$ cat src/rtl/pipeline_hazard_ctrl_pkg.sv
// pipeline_hazard_ctrl_pkg
// Shared constants for the hazard controller: opcode and data-cache control
// encodings used by decode/execute, the controller FSM state encoding, the
// default data-cache watchdog limit, and helpers that classify which source
// registers an opcode reads.
package pipeline_hazard_ctrl_pkg;

  localparam int OpcodeSize        = 7;
  localparam int RegAddrSize       = 5;
  localparam int DataCacheCtrlSize = 2;

  // Opcodes of the instruction classes that read source registers.
  localparam logic [OpcodeSize-1:0] I_Imm    = 7'b0010011;
  localparam logic [OpcodeSize-1:0] I_Load   = 7'b0000011;
  localparam logic [OpcodeSize-1:0] R_Store  = 7'b0100011;
  localparam logic [OpcodeSize-1:0] R_RRop   = 7'b0110011;
  localparam logic [OpcodeSize-1:0] B_BRANCH = 7'b1100011;

  // Data-cache control encodings carried through DEC_ALU.
  localparam logic [DataCacheCtrlSize-1:0] DataCacheNOP   = 2'd0;
  localparam logic [DataCacheCtrlSize-1:0] DataCacheRead  = 2'd1;
  localparam logic [DataCacheCtrlSize-1:0] DataCacheWrite = 2'd2;

  localparam int DefaultMemTimeout = 64;

  typedef enum logic [1:0] {
    HazState_RUN      = 2'd0,
    HazState_MEM_WAIT = 2'd1,
    HazState_FLUSH    = 2'd2
  } haz_state_t;

  // True when the opcode consumes readAddr1.
  function automatic logic reads_rs1(input logic [OpcodeSize-1:0] op);
    case (op)
      I_Imm, I_Load, R_Store, R_RRop, B_BRANCH: reads_rs1 = 1'b1;
      default:                                  reads_rs1 = 1'b0;
    endcase
  endfunction

  // True when the opcode consumes readAddr2.
  function automatic logic reads_rs2(input logic [OpcodeSize-1:0] op);
    case (op)
      R_Store, R_RRop, B_BRANCH: reads_rs2 = 1'b1;
      default:                   reads_rs2 = 1'b0;
    endcase
  endfunction

endpackage

$ cat src/rtl/pipeline_hazard_ctrl_load_use_detect.sv
// load_use_detect
// Purely combinational load-use hazard detector. Flags when the instruction
// in execute is a register-writing load whose destination (non-zero) is a
// source operand actually read by the instruction in decode.
// Ports:
//   id_opcode, id_rs1, id_rs2 : decode-stage opcode and source addresses
//   ex_dcache_ctrl            : data-cache control held in DEC_ALU
//   ex_reg_write              : register write enable held in DEC_ALU
//   ex_write_addr             : destination register held in DEC_ALU
//   hazard                    : load-use hazard present this cycle
module load_use_detect
  import pipeline_hazard_ctrl_pkg::*;
(
  input  logic [OpcodeSize-1:0]        id_opcode,
  input  logic [RegAddrSize-1:0]       id_rs1,
  input  logic [RegAddrSize-1:0]       id_rs2,
  input  logic [DataCacheCtrlSize-1:0] ex_dcache_ctrl,
  input  logic                         ex_reg_write,
  input  logic [RegAddrSize-1:0]       ex_write_addr,
  output logic                         hazard
);

  logic ex_is_load;
  logic rs1_hit;
  logic rs2_hit;

  // x0 is never a real dependency, so a load targeting it cannot stall.
  assign ex_is_load = (ex_dcache_ctrl == DataCacheRead) && ex_reg_write &&
                      (ex_write_addr != 5'd0);
  assign rs1_hit    = reads_rs1(id_opcode) && (ex_write_addr == id_rs1);
  assign rs2_hit    = reads_rs2(id_opcode) && (ex_write_addr == id_rs2);
  assign hazard     = ex_is_load && (rs1_hit || rs2_hit);

endmodule

$ cat src/rtl/pipeline_hazard_ctrl.sv
// pipeline_hazard_ctrl
// Sequencing controller for the decode/execute datapath: drives stall, flush
// and bubble controls into PC, IF_ID and DEC_ALU for load-use hazards, taken
// branches and multi-cycle data-cache accesses, and watches the data cache
// for a stuck busy. Priority: rst > dcache_busy > ex_branch_taken > load-use.
// Build option: define HAZARD_PERF_CNT_EN to build the stall/flush counters;
// otherwise stall_cycles and flush_count are constant 0.
// Ports:
//   clk, rst                   : clock, synchronous active-high reset
//   id_opcode, id_rs1, id_rs2  : decode-stage instruction fields
//   ex_dcache_ctrl, ex_reg_write, ex_write_addr : DEC_ALU fields
//   ex_branch_taken            : branch in execute resolved taken
//   dcache_busy                : data cache still servicing execute access
//   pc_stall, if_id_stall, if_id_flush, id_ex_stall, id_ex_bubble : controls
//   mem_timeout_err            : sticky watchdog flag
//   stall_cycles, flush_count  : performance counters
module pipeline_hazard_ctrl
  import pipeline_hazard_ctrl_pkg::*;
#(
  parameter int MEM_TIMEOUT = DefaultMemTimeout
) (
  input  logic                         clk,
  input  logic                         rst,
  input  logic [OpcodeSize-1:0]        id_opcode,
  input  logic [RegAddrSize-1:0]       id_rs1,
  input  logic [RegAddrSize-1:0]       id_rs2,
  input  logic [DataCacheCtrlSize-1:0] ex_dcache_ctrl,
  input  logic                         ex_reg_write,
  input  logic [RegAddrSize-1:0]       ex_write_addr,
  input  logic                         ex_branch_taken,
  input  logic                         dcache_busy,
  output logic                         pc_stall,
  output logic                         if_id_stall,
  output logic                         if_id_flush,
  output logic                         id_ex_stall,
  output logic                         id_ex_bubble,
  output logic                         mem_timeout_err,
  output logic [31:0]                  stall_cycles,
  output logic [31:0]                  flush_count
);

  localparam int WdWidth = $clog2(MEM_TIMEOUT + 1);
  localparam logic [WdWidth-1:0] WdMax = WdWidth'(MEM_TIMEOUT);

  haz_state_t state, state_next;
  logic load_use;
  logic pc_stall_c, if_id_stall_c, if_id_flush_c, id_ex_stall_c, id_ex_bubble_c;
  logic [WdWidth-1:0] wd_cnt, wd_next;
  logic err_q;

  load_use_detect u_load_use_detect (
    .id_opcode      (id_opcode),
    .id_rs1         (id_rs1),
    .id_rs2         (id_rs2),
    .ex_dcache_ctrl (ex_dcache_ctrl),
    .ex_reg_write   (ex_reg_write),
    .ex_write_addr  (ex_write_addr),
    .hazard         (load_use)
  );

  // FSM state register.
  always_ff @(posedge clk) begin
    if (rst) state <= HazState_RUN;
    else     state <= state_next;
  end

  // Next state and control outputs. MEM_WAIT shares the RUN rules: while busy
  // it keeps stalling, and once busy drops the branch/load-use rules apply in
  // that same cycle.
  always_comb begin
    state_next     = state;
    pc_stall_c     = 1'b0;
    if_id_stall_c  = 1'b0;
    if_id_flush_c  = 1'b0;
    id_ex_stall_c  = 1'b0;
    id_ex_bubble_c = 1'b0;
    case (state)
      HazState_RUN, HazState_MEM_WAIT: begin
        if (dcache_busy) begin
          pc_stall_c    = 1'b1;
          if_id_stall_c = 1'b1;
          id_ex_stall_c = 1'b1;
          state_next    = HazState_MEM_WAIT;
        end else if (ex_branch_taken) begin
          if_id_flush_c  = 1'b1;
          id_ex_bubble_c = 1'b1;
          state_next     = HazState_FLUSH;
        end else if (load_use) begin
          // The bubble removes the load from execute, so no extra state.
          pc_stall_c     = 1'b1;
          if_id_stall_c  = 1'b1;
          id_ex_bubble_c = 1'b1;
          state_next     = HazState_RUN;
        end else begin
          state_next     = HazState_RUN;
        end
      end
      HazState_FLUSH: begin
        // Kill the second wrong-path fetch; execute holds a bubble, so busy
        // is irrelevant here.
        if_id_flush_c = 1'b1;
        state_next    = HazState_RUN;
      end
      default: begin
        state_next = HazState_RUN;
      end
    endcase
  end

  assign pc_stall     = pc_stall_c     & ~rst;
  assign if_id_stall  = if_id_stall_c  & ~rst;
  assign if_id_flush  = if_id_flush_c  & ~rst;
  assign id_ex_stall  = id_ex_stall_c  & ~rst;
  assign id_ex_bubble = id_ex_bubble_c & ~rst;

  // Watchdog next count: clears whenever busy is low, counts busy cycles in
  // MEM_WAIT and saturates at the limit.
  always_comb begin
    wd_next = wd_cnt;
    if (!dcache_busy) begin
      wd_next = '0;
    end else if ((state == HazState_MEM_WAIT) && (wd_cnt < WdMax)) begin
      wd_next = wd_cnt + WdWidth'(1);
    end else begin
      wd_next = wd_cnt;
    end
  end

  // Watchdog counter and sticky timeout flag.
  always_ff @(posedge clk) begin
    if (rst) begin
      wd_cnt <= '0;
      err_q  <= 1'b0;
    end else begin
      wd_cnt <= wd_next;
      err_q  <= err_q | (wd_next == WdMax);
    end
  end

  assign mem_timeout_err = err_q;

`ifdef HAZARD_PERF_CNT_EN
  logic [31:0] stall_q;
  logic [31:0] flush_q;

  // Performance counters; they wrap naturally at 32 bits.
  always_ff @(posedge clk) begin
    if (rst) begin
      stall_q <= 32'd0;
      flush_q <= 32'd0;
    end else begin
      stall_q <= stall_q + {31'd0, pc_stall};
      flush_q <= flush_q + {31'd0, if_id_flush};
    end
  end

  assign stall_cycles = stall_q;
  assign flush_count  = flush_q;
`else
  assign stall_cycles = 32'd0;
  assign flush_count  = 32'd0;
`endif

endmodule

$ cat config.mk
export PLATFORM = sky130hd
export DESIGN_NAME = pipeline_hazard_ctrl
export DESIGN_NICKNAME = d
export VERILOG_FILES = /design/src/rtl/pipeline_hazard_ctrl_pkg.sv /design/src/rtl/pipeline_hazard_ctrl_load_use_detect.sv /design/src/rtl/pipeline_hazard_ctrl.sv
export SDC_FILE = /design/constraint.sdc
export NUM_CORES = 1
export LEC_CHECK = 0
export ABC_AREA = 1
export CORE_MARGIN = 1
export CORE_UTILIZATION = 33
export DETAILED_ROUTE_END_ITERATION = 16
export PLACE_DENSITY_LB_ADDON = 0.2
export SLEW_MARGIN = 15
export SYNTH_ARGS = -nofsm -noshare
export SYNTH_HDL_FRONTEND = slang
export SYNTH_SLANG_ARGS = --single-unit
$ cat constraint.sdc
create_clock -name clk -period 2 [get_ports clk]
set_input_delay 0.5 -clock clk [delete_from_list [all_inputs] [get_ports clk]]
set_output_delay 0.5 -clock clk [all_outputs]
set_load 0.02 [all_outputs]
==> results.toml, run 1 <==
[status]
status = "finished with violations"
failed_checks = "setup timing"

[global_routing]
groute.usage.overall_pct = 11.0
antenna_found_initial = 0
number_of_global_route_vias_before_repair = 840
global_route_wire_length_before_repair_um = 3520
maximum_number_of_pins_on_one_net_before_global_route_repair = 10
globalRouteOverflowTotal = 0

[logic_synthesis]
largest_cells_by_area_after_synthesis = "sky130_fd_sc_hd__buf_4 (40%), sky130_fd_sc_hd__dfxtp_1 (16%), sky130_fd_sc_hd__nand2_1 (9.2%), sky130_fd_sc_hd__nor2_1 (5.2%), sky130_fd_sc_hd__xor2_1 (5.0%)"
synth_cell_types = 24
synth_fa_ha_area_share_pct = 1.03
xor_xnor_share_of_the_synthesized_area_pct = 6.47
number_of_synthesized_register_bits = 10
sequential_cell_area_fraction_in_the_yosys_report_pct = 16.4
synth_compound_area_share_pct = 3.49
syn_area_per_cell_um2 = 6.70
synthesis.yosys.warnings = 0
postSynthCellCount = 182
synth_top_family_by_area = "buffers and inverters"
post-synth-top-area-cell = "sky130_fd_sc_hd__buf_4"
syn_std_cell_area_um2 = 1220
netlist.area_leader.share_pct = 40.0
synthSimpleGateAreaFrac_pct = 26.6
synth.area.mux_share_pct = 0

[timing]
setup_viol = 2
final.setup_skew_ns = 0.00679
timing.final.hold_violations = 0
slew_viol_final = 0
tns_ns = -0.0421
rsz0062_at_grt = "yes"
whs_ns = 0.460
post-route-period-util_pct = 101
clock.fmax_mhz = 495
post-route-min-period_ns = 2.02
final.setup.worst_slack_ns = -0.0219

[setup_path]
crit_path_frequent_cell = "sky130_fd_sc_hd__buf_6"
worst_setup_path_start_kind = "primary input"
critPathSlowestCell = "sky130_fd_sc_hd__a21oi_4"
critical_register_to_register_path_startpoint = "wd_cnt[0]"
rr_worst_depth = 9
regToRegEndpoint = "mem_timeout_err"
worst_ep_arrival_time_ns = 1.52
cp-endpoint = "pc_stall"
critPathTopFamily = "simple AND/OR/NAND/NOR gates"
setup.worst_path.end_class = "output pin"
critical_path.max_stage_delay_ns = 0.19
criticalPathCategory = "in2out"
worstPathMaxFanout = 3
crit_path_cell_trace = "buf_6 -> buf_6 -> xor2_1 -> nor2_1 -> nand3_1 -> nand2_2 -> nand2_2 -> a21oi_4 -> buf_6"
cp_data_required_time_ns = 1.50
critical_path_buf_inv_count = 3
r2r_slack_ns = 0.60
cp-startpoint = "ex_write_addr[1]"
worstSetupPathDepth = 9

[pwr]
peakVddDrop_v = 0.000307
power_density_nw_per_um2 = 481
static-leakage-power_uw = 0.000763

[clocking]
worst_skew_late_latency_ns = 0.24
clockBufferDepth = 2
ctsHtreeMaxLevel = 1
clk_pin_slew_worst_paths_ns = 0.04
root_buffer = "sky130_fd_sc_hd__clkbuf_8"
post_cts.repair.setup_buffers = 0
cts.sink_count = 10
clock_tree_from_tritoncts = "yes"
cts_buffers = 3
ctsHoldBuffers = 0

[routing]
drt-wirelength-per-cell_um = 8.13
drt_wl_total_um = 2190
route.detailed.drc = 0
firstDrtPassIters = 4
via_per_inst = 3.75
postRouteAntennaNets = 0
vias = 1010
drt_iter0_markers = 17

[die]
starting_density_of_the_core_pct = 35.4
core_area_um2 = 3440
die_width_um = 62.8
design.die.area_um2 = 3940
number_of_rows_in_the_core_area = 21
floorplan.die.height_um = 62.8
design.portCount = 99

[placed_design]
routabilityCongestion = 0.786
post-dp-hpwl_um = 1870
count_of_input_and_output_buffers = 34

[hold_path]
min_path_type = "reg2reg"

[final_layout]
antenna_cells = 0
numnets_final = 254
most-common-layout-cells = "sky130_fd_sc_hd__conb_1 (64), sky130_fd_sc_hd__nand2_1 (27), sky130_fd_sc_hd__nor2_1 (15), sky130_fd_sc_hd__inv_1 (14), sky130_fd_sc_hd__dfxtp_1 (10)"
final_layout_size_suffix_gt1_share_pct = 21.1
mostFrequentLayoutCell = "sky130_fd_sc_hd__conb_1"
area_growth_syn_to_layout_pct = 20.5
final_layout_fill_cell_count = 386

[job]
maxCapViolations = 0
==> power breakdown <==
part	internal [uW]	total (uW)	leakage [uW]	switching, uW
clock network	173	256	0.0000288	82.5
logic	73.5	244	0.000654	171
registers	203	207	0.0000811	3.81
total	450	707	0.000763	257
==> tightest hold or removal path: stages, from the launching register on <==
cell                      delay (ns)
sky130_fd_sc_hd__dfxtp_1        0.30
sky130_fd_sc_hd__inv_1          0.06
sky130_fd_sc_hd__a21oi_2        0.05
==> repair_timing <==
action,in CTS,in global routing
endpoints found under the setup margin,5,4
pin swaps,21,13
gates resized for setup,102,10
==> layer usage <==
layer	track usage (%)	up-vias	share of wire (%)
met2	20.5	60	51
li1	-	517	-
met5	0	-	0
met3	3.10	2	6.8
met4	1.74	0	0.37
met1	12.5	431	42
==> cells in the mapped netlist <==
library cell	n
sky130_fd_sc_hd__nand2_1	30
sky130_fd_sc_hd__xnor2_1	2
sky130_fd_sc_hd__nor3b_1	1
sky130_fd_sc_hd__or2_2	1
sky130_fd_sc_hd__nand3_2	2
sky130_fd_sc_hd__buf_4	65
sky130_fd_sc_hd__nor2_1	17
sky130_fd_sc_hd__o21ai_0	1
sky130_fd_sc_hd__nor2_4	1
sky130_fd_sc_hd__nor3_1	4
sky130_fd_sc_hd__nand3_1	9
sky130_fd_sc_hd__conb_1	1
sky130_fd_sc_hd__inv_2	1
sky130_fd_sc_hd__nand2_2	1
sky130_fd_sc_hd__a21oi_1	3
sky130_fd_sc_hd__a21oi_2	1
sky130_fd_sc_hd__xor2_1	7
sky130_fd_sc_hd__o31ai_1	1
sky130_fd_sc_hd__inv_1	16
sky130_fd_sc_hd__nand4_1	5
sky130_fd_sc_hd__buf_2	1
sky130_fd_sc_hd__o22ai_1	1
sky130_fd_sc_hd__dfxtp_1	10
sky130_fd_sc_hd__ha_1	1
==> state kept, by name, summed over array words and instances (netlist names) <==
| register | count |
|---|---|
| state | 2 |
| wd_cnt | 7 |
| mem_timeout_err | 1 |
==> area by class of cell <==
class / count / area [um2] / share of cell area [%]
Clock buffer: 4 / 55.1 / 3.75
Timing Repair Buffer: 40 / 342 / 23.3
Sequential cell: 10 / 200 / 13.6
Tap cell: 46 / 57.6 / 3.92
Multi-Input combinational cell: 152 / 751 / 51.1
Inverter: 17 / 63.8 / 4.34
==> cell families after synthesis <==
logic type,after synthesis
compound gates,7
xor+xnor,9
fa+ha+maj,1
buf+inv,83
flops,10
other cells,1
simple gates,71
==> stage by stage <==
stage	power (uW)	instance area, um2	utilization (%)	instances	worst slack [ns]
floorplan	468	1470	-	245	0.00815
global placement	461	1420	41.2	265	-0.928
detailed placement	460	1420	41.2	265	-0.978
CTS	711	1450	42.1	269	-0.0323
global route	748	1470	42.7	269	-0.0881
finish	707	1470	42.7	269	-0.0219
==> worst min-delay path by stage <==
stage                          startpoint         endpoint  cells after the start
after floorplan                 wd_cnt[1]        wd_cnt[1]                      4
after global placement    mem_timeout_err  mem_timeout_err                      2
after detailed placement  mem_timeout_err  mem_timeout_err                      2
after CTS                 mem_timeout_err  mem_timeout_err                      2
after global routing      mem_timeout_err  mem_timeout_err                      2
final                     mem_timeout_err  mem_timeout_err                      2
(Power assumes the default switching activity.)
==> run 2, diff against run 1 <==
--- a/config.mk
+++ b/config.mk
@@ -6,7 +6,7 @@
 export NUM_CORES = 1
 export LEC_CHECK = 0
 export ABC_AREA = 1
-export CORE_MARGIN = 1
+export CORE_MARGIN = 10
 export CORE_UTILIZATION = 33
 export DETAILED_ROUTE_END_ITERATION = 16
 export PLACE_DENSITY_LB_ADDON = 0.2
==> run 2 against run 1 <==
Flip-flop and latch count unchanged. Die area is 66% higher. The flow now finishes without violations. Sequential share of layout area is 0.38 points lower. Critical endpoint is now if_id_stall. Worst setup slack improved by 0.023 ns. Final area up 2.9%.
==> results.toml, run 2 (synthesis gave the netlist of run 1 again) <==
[status]
status = "finished clean"

[routing]
drt_wl_total_um = 2980
vias = 999
route.detailed.drc = 0
drt-wirelength-per-cell_um = 10.9
wl_met3_um = 404
drt_iter0_markers = 27
dr.max_layer_used = "met4"
firstDrtPassIters = 2
wl_met1_um = 1050
postRouteAntennaNets = 0
via_per_inst = 3.66
met2RoutedLength_um = 1510

[timing]
final.setup_skew_ns = 0.00103
clock.fmax_mhz = 500
whs_ns = 0.455
setup_viol = 0
final.setup.worst_slack_ns = 0.000963
timing.final.hold_violations = 0
post-route-min-period_ns = 2.00
slew_viol_final = 0
post-route-period-util_pct = 100
rsz0062_at_grt = "yes"

[pwr]
p_comb_share_pct = 35.8
share_clk_of_total_power_pct = 35.1
power.share.sequential_pct = 29.1
power_density_nw_per_um2 = 471
static-leakage-power_uw = 0.000793
total_switching_power_uw = 260
peakVddDrop_v = 0.000285
cell_internal_pwr_uw = 452
p_sw_share_pct = 36.5

[global_routing]
globalRouteOverflowTotal = 0
antenna_found_initial = 0
maximum_number_of_pins_on_one_net_before_global_route_repair = 10
groute.usage.overall_pct = 8.48
global_route_wire_length_before_repair_um = 4510
number_of_global_route_vias_before_repair = 1018

[die]
core_area_um2 = 3610
number_of_rows_in_the_core_area = 22
starting_density_of_the_core_pct = 33.8
floorplan.die.height_um = 80.8
design.portCount = 99
die_width_um = 80.8
design.die.area_um2 = 6520

[clocking]
root_buffer = "sky130_fd_sc_hd__clkbuf_8"
worst_skew_late_latency_ns = 0.23
ctsHtreeMaxLevel = 1
cts_buffers = 3
clockBufferDepth = 2
clk_pin_slew_worst_paths_ns = 0.05
post_cts.repair.setup_buffers = 0
cts.sink_count = 10
clock_tree_from_tritoncts = "yes"

[setup_path]
setup.worst_path.end_class = "output pin"
worstPathMaxFanout = 2
criticalPathCategory = "in2out"
cp_data_required_time_ns = 1.50
worst_ep_arrival_time_ns = 1.50
worst_setup_path_start_kind = "primary input"

[final_layout]
largest-register = "wd_cnt"
post_layout_utilization_of_the_core_pct = 41.9
mostFrequentLayoutCell = "sky130_fd_sc_hd__conb_1"
most-common-layout-cells = "sky130_fd_sc_hd__conb_1 (64), sky130_fd_sc_hd__nand2_1 (26), sky130_fd_sc_hd__nor2_1 (15), sky130_fd_sc_hd__inv_1 (13), sky130_fd_sc_hd__dfxtp_1 (10)"
area_growth_syn_to_layout_pct = 24.0
final_layout_size_suffix_gt1_share_pct = 23.1
largest_register_ffs = 7
antenna_cells = 0
final_cell_area_um2 = 1510
numnets_final = 256

[placed_design]
placed_cell_area_um2 = 1440
post-place-ws_ns = -0.930
routabilityCongestion = 0.784
post-dp-hpwl_um = 2700
count_of_input_and_output_buffers = 34

[job]
maxCapViolations = 0

[hold_path]
min_path_type = "reg2reg"
run 2: layout make-up:
cell class	instances	area, um2
Timing Repair Buffer	42	363
Fill cell	396	2090
Tap cell	48	60.1
Multi-Input combinational cell	152	769
Clock buffer	4	55.1
Inverter	17	63.8
Sequential cell	10	200
run 2: power by group through the flow:
stage,Combinational [uW],Clock [uW],Sequential (uW)
after floorplan,258,0,210
after global placement,253,0,210
after detailed placement,252,0,210
after CTS,242,258,207
after global routing,278,271,207
final,255,250,207
run 2: path summary, 6_finish.rpt:
check	startpoint	end	slack (ns)	cells past startpoint
worst max-delay path	id_rs1[1]	if_id_stall	0.001	8
worst min-delay path	mem_timeout_err	mem_timeout_err	0.45	2
worst max register to register	wd_cnt[0]	mem_timeout_err	0.58	9
worst min register to register	mem_timeout_err	mem_timeout_err	0.45	2
run 2: through the flow:
step	cells	power [uW]	setup TNS (ns)
floorplan	245	468	0
global placement	269	463	-3.73
detailed placement	269	463	-3.77
CTS	273	707	-0.0800
global route	273	756	-0.187
finish	273	712	0
run 2: critical path: stages:
cell	delay, ns
sky130_fd_sc_hd__buf_2	0.11
sky130_fd_sc_hd__or2_4	0.24
sky130_fd_sc_hd__a21oi_2	0.13
sky130_fd_sc_hd__nand3_1	0.10
sky130_fd_sc_hd__nand2_2	0.09
sky130_fd_sc_hd__nand2_4	0.06
sky130_fd_sc_hd__a21oi_4	0.14
sky130_fd_sc_hd__buf_6	0.14
run 2: layer usage:
layer	vias to the layer above	track usage, %
li1	523	-
met1	416	9.14
met2	58	15.4
met3	2	3.42
met4	0	1.56
met5	-	0
run 2: timing repair:
action                                  in CTS  in global routing
pin swaps                                   19                  7
hold buffers                                 0                  0
endpoints found under the hold margin        0                  0
endpoints found under the setup margin       5                  4
resized for setup                          101                 16
==> run 3, diff against run 2 <==
--- a/config.mk
+++ b/config.mk
@@ -7,7 +7,8 @@
 export LEC_CHECK = 0
 export ABC_AREA = 1
 export CORE_MARGIN = 10
-export CORE_UTILIZATION = 33
+export CORE_UTILIZATION = 36
+export CTS_CLUSTER_DIAMETER = 120
 export DETAILED_ROUTE_END_ITERATION = 16
 export PLACE_DENSITY_LB_ADDON = 0.2
 export SLEW_MARGIN = 15
==> constraint.sdc (replaced) <==
create_clock -name clk -period 2.5 [get_ports clk]
set_input_delay 0.625 -clock clk [delete_from_list [all_inputs] [get_ports clk]]
set_output_delay 0.625 -clock clk [all_outputs]
set_load 0.02 [all_outputs]
==> run 3 against run 2 <==
Final area fell by 3.5%. Critical path depth did not move. Cell count fell by 0.73%. Register-to-register slack improved by 0.52 ns. Wire length fell by 1.8%. Clock skew rose by 0.0019 ns. Utilization rose by 2.2 points. Die area fell by 6.3%. Clock power fell by 42%. Sequential share of layout area rose by 0.48 points. Critical path type unchanged.
==> results.toml, run 3 (synthesis gave the netlist of run 1 again) <==
[timing]
post-route-period-util_pct = 95.9
tns_ns = 0
final.setup_skew_ns = 0.00290
slew_viol_final = 0
post-route-min-period_ns = 2.40
timing.final.hold_violations = 0
setup_viol = 0
clock.fmax_mhz = 417
whs_ns = 0.459

[global_routing]
maximum_number_of_pins_on_one_net_before_global_route_repair = 10
number_of_global_route_vias_before_repair = 1069
groute.usage.overall_pct = 9.21
global_route_wire_length_before_repair_um = 4780
antenna_found_initial = 0
globalRouteOverflowTotal = 0

[setup_path]
critical_register_to_register_path_startpoint = "wd_cnt[0]"
worstPathMaxFanout = 2
worst_setup_path_start_kind = "primary input"
rr_worst_depth = 9
regToRegEndpoint = "mem_timeout_err"
setup.worst_path.end_class = "output pin"
cp-startpoint = "id_rs1[1]"
r2r_slack_ns = 1.10
worst_ep_arrival_time_ns = 1.77
cp_data_required_time_ns = 1.88
criticalPathCategory = "in2out"

[placed_design]
count_of_input_and_output_buffers = 34
post-dp-hpwl_um = 2660
placed_cell_area_um2 = 1420
routabilityCongestion = 0.780

[clocking]
clockBufferDepth = 2
ctsHtreeMaxLevel = 1
root_buffer = "sky130_fd_sc_hd__clkbuf_4"
clock_tree_from_tritoncts = "yes"
cts.sink_count = 10
clk_pin_slew_worst_paths_ns = 0.07
cts_buffers = 3
worst_skew_late_latency_ns = 0.27
post_cts.repair.setup_buffers = 0
ctsHoldBuffers = 0

[routing]
dr.max_layer_used = "met4"
postRouteAntennaNets = 0
firstDrtPassIters = 4
wl_met3_um = 430
drt-wirelength-per-cell_um = 10.8
route.detailed.drc = 0
wl_met1_um = 1040
via_per_inst = 3.69
met2RoutedLength_um = 1430
drt_iter0_markers = 20
vias = 1001
drt_wl_total_um = 2920

[hold_path]
min_from = "mem_timeout_err"
min_path_type = "reg2reg"
min_delay_path_depth = 2
min_to = "mem_timeout_err"

[job]
maxCapViolations = 0

[die]
core_area_um2 = 3310
number_of_rows_in_the_core_area = 21
die_width_um = 78.2
design.die.area_um2 = 6110
design.portCount = 99
floorplan.die.height_um = 78.2
starting_density_of_the_core_pct = 36.8

[final_layout]
multi_input_comb_area_um2 = 718
final_cell_area_um2 = 1460
largest-register = "wd_cnt"
post_layout_utilization_of_the_core_pct = 44.1
largest_register_ffs = 7
final_layout_fill_cell_count = 371
mostFrequentLayoutCell = "sky130_fd_sc_hd__conb_1"
seq_area_um2 = 200
most-common-layout-cells = "sky130_fd_sc_hd__conb_1 (64), sky130_fd_sc_hd__nand2_1 (30), sky130_fd_sc_hd__nor2_1 (17), sky130_fd_sc_hd__inv_1 (15), sky130_fd_sc_hd__dlygate4sd2_1 (13)"
area_growth_syn_to_layout_pct = 19.7
antenna_cells = 0
final_layout_size_suffix_gt1_share_pct = 13.8
numnets_final = 256

[pwr]
power_density_nw_per_um2 = 348
static-leakage-power_uw = 0.000810
peakVddDrop_v = 0.000216
power_uw = 508

[status]
status = "finished clean"
-- run 3: cell count changes in the layout (fill, tap and decap cells not counted), sizes merged --
| cell | before | now |
|---|---|---|
| buf | 24 | 12 |
| clkdlybuf4s15 | 7 | 1 |
| dlymetal6s2s | 0 | 6 |
| clkdlybuf4s50 | 2 | 7 |
| dlygate4sd2 | 9 | 13 |
| clkbuf | 4 | 7 |
-- run 3: how the worst max path moves through the flow --
stage | end | slack (ns) | cells after the start
after floorplan | pc_stall | 0.03 | 7
after global placement | pc_stall | -0.67 | 8
after detailed placement | if_id_stall | -0.71 | 8
after CTS | if_id_stall | 0.006 | 8
after global routing | pc_stall | -0.0004 | 8
final | if_id_stall | 0.10 | 8
-- run 3: final cells by class --
cell class	instances	area share (%)
Multi-Input combinational cell	152	49.2
Timing Repair Buffer	42	26.2
Sequential cell	10	13.7
Inverter	17	4.37
Tap cell	46	3.95
Clock buffer	4	2.49
-- run 3: metrics by stage --
step                      instances  worst slack [ns]
after CTS                       271           0.00608
after detailed placement        267            -0.713
after global placement          267            -0.672
final                           271             0.102
after global routing            271         -0.000362
after floorplan                 245            0.0324
-- run 3: what timing repair did --
action	4_1_cts	5_1_grt
resized for setup	44	16
gates cloned	0	0
pin swaps	11	10
endpoints found under the setup margin	5	5
-- run 3: power breakdown --
group	switching [uW]	total, uW	internal, uW
sequential	2.71	165	162
combinational	138	197	59.9
clock	57.0	145	88.5
-- run 3: per-layer routing --
metal	vias to the layer above	global-route usage (%)
met5	-	0
met4	0	2.15
met3	2	6.38
met2	61	16.1
met1	416	8.65
li1	522	-
-- run 3: critical path, stage by stage --
cell and delay, ns:
sky130_fd_sc_hd__dlygate4sd2_1 0.24, sky130_fd_sc_hd__or2_4 0.22, sky130_fd_sc_hd__a21oi_2 0.11, sky130_fd_sc_hd__nand3_1 0.08
sky130_fd_sc_hd__nand2_1 0.08, sky130_fd_sc_hd__nand2_1 0.07, sky130_fd_sc_hd__a21oi_2 0.19, sky130_fd_sc_hd__buf_6 0.15
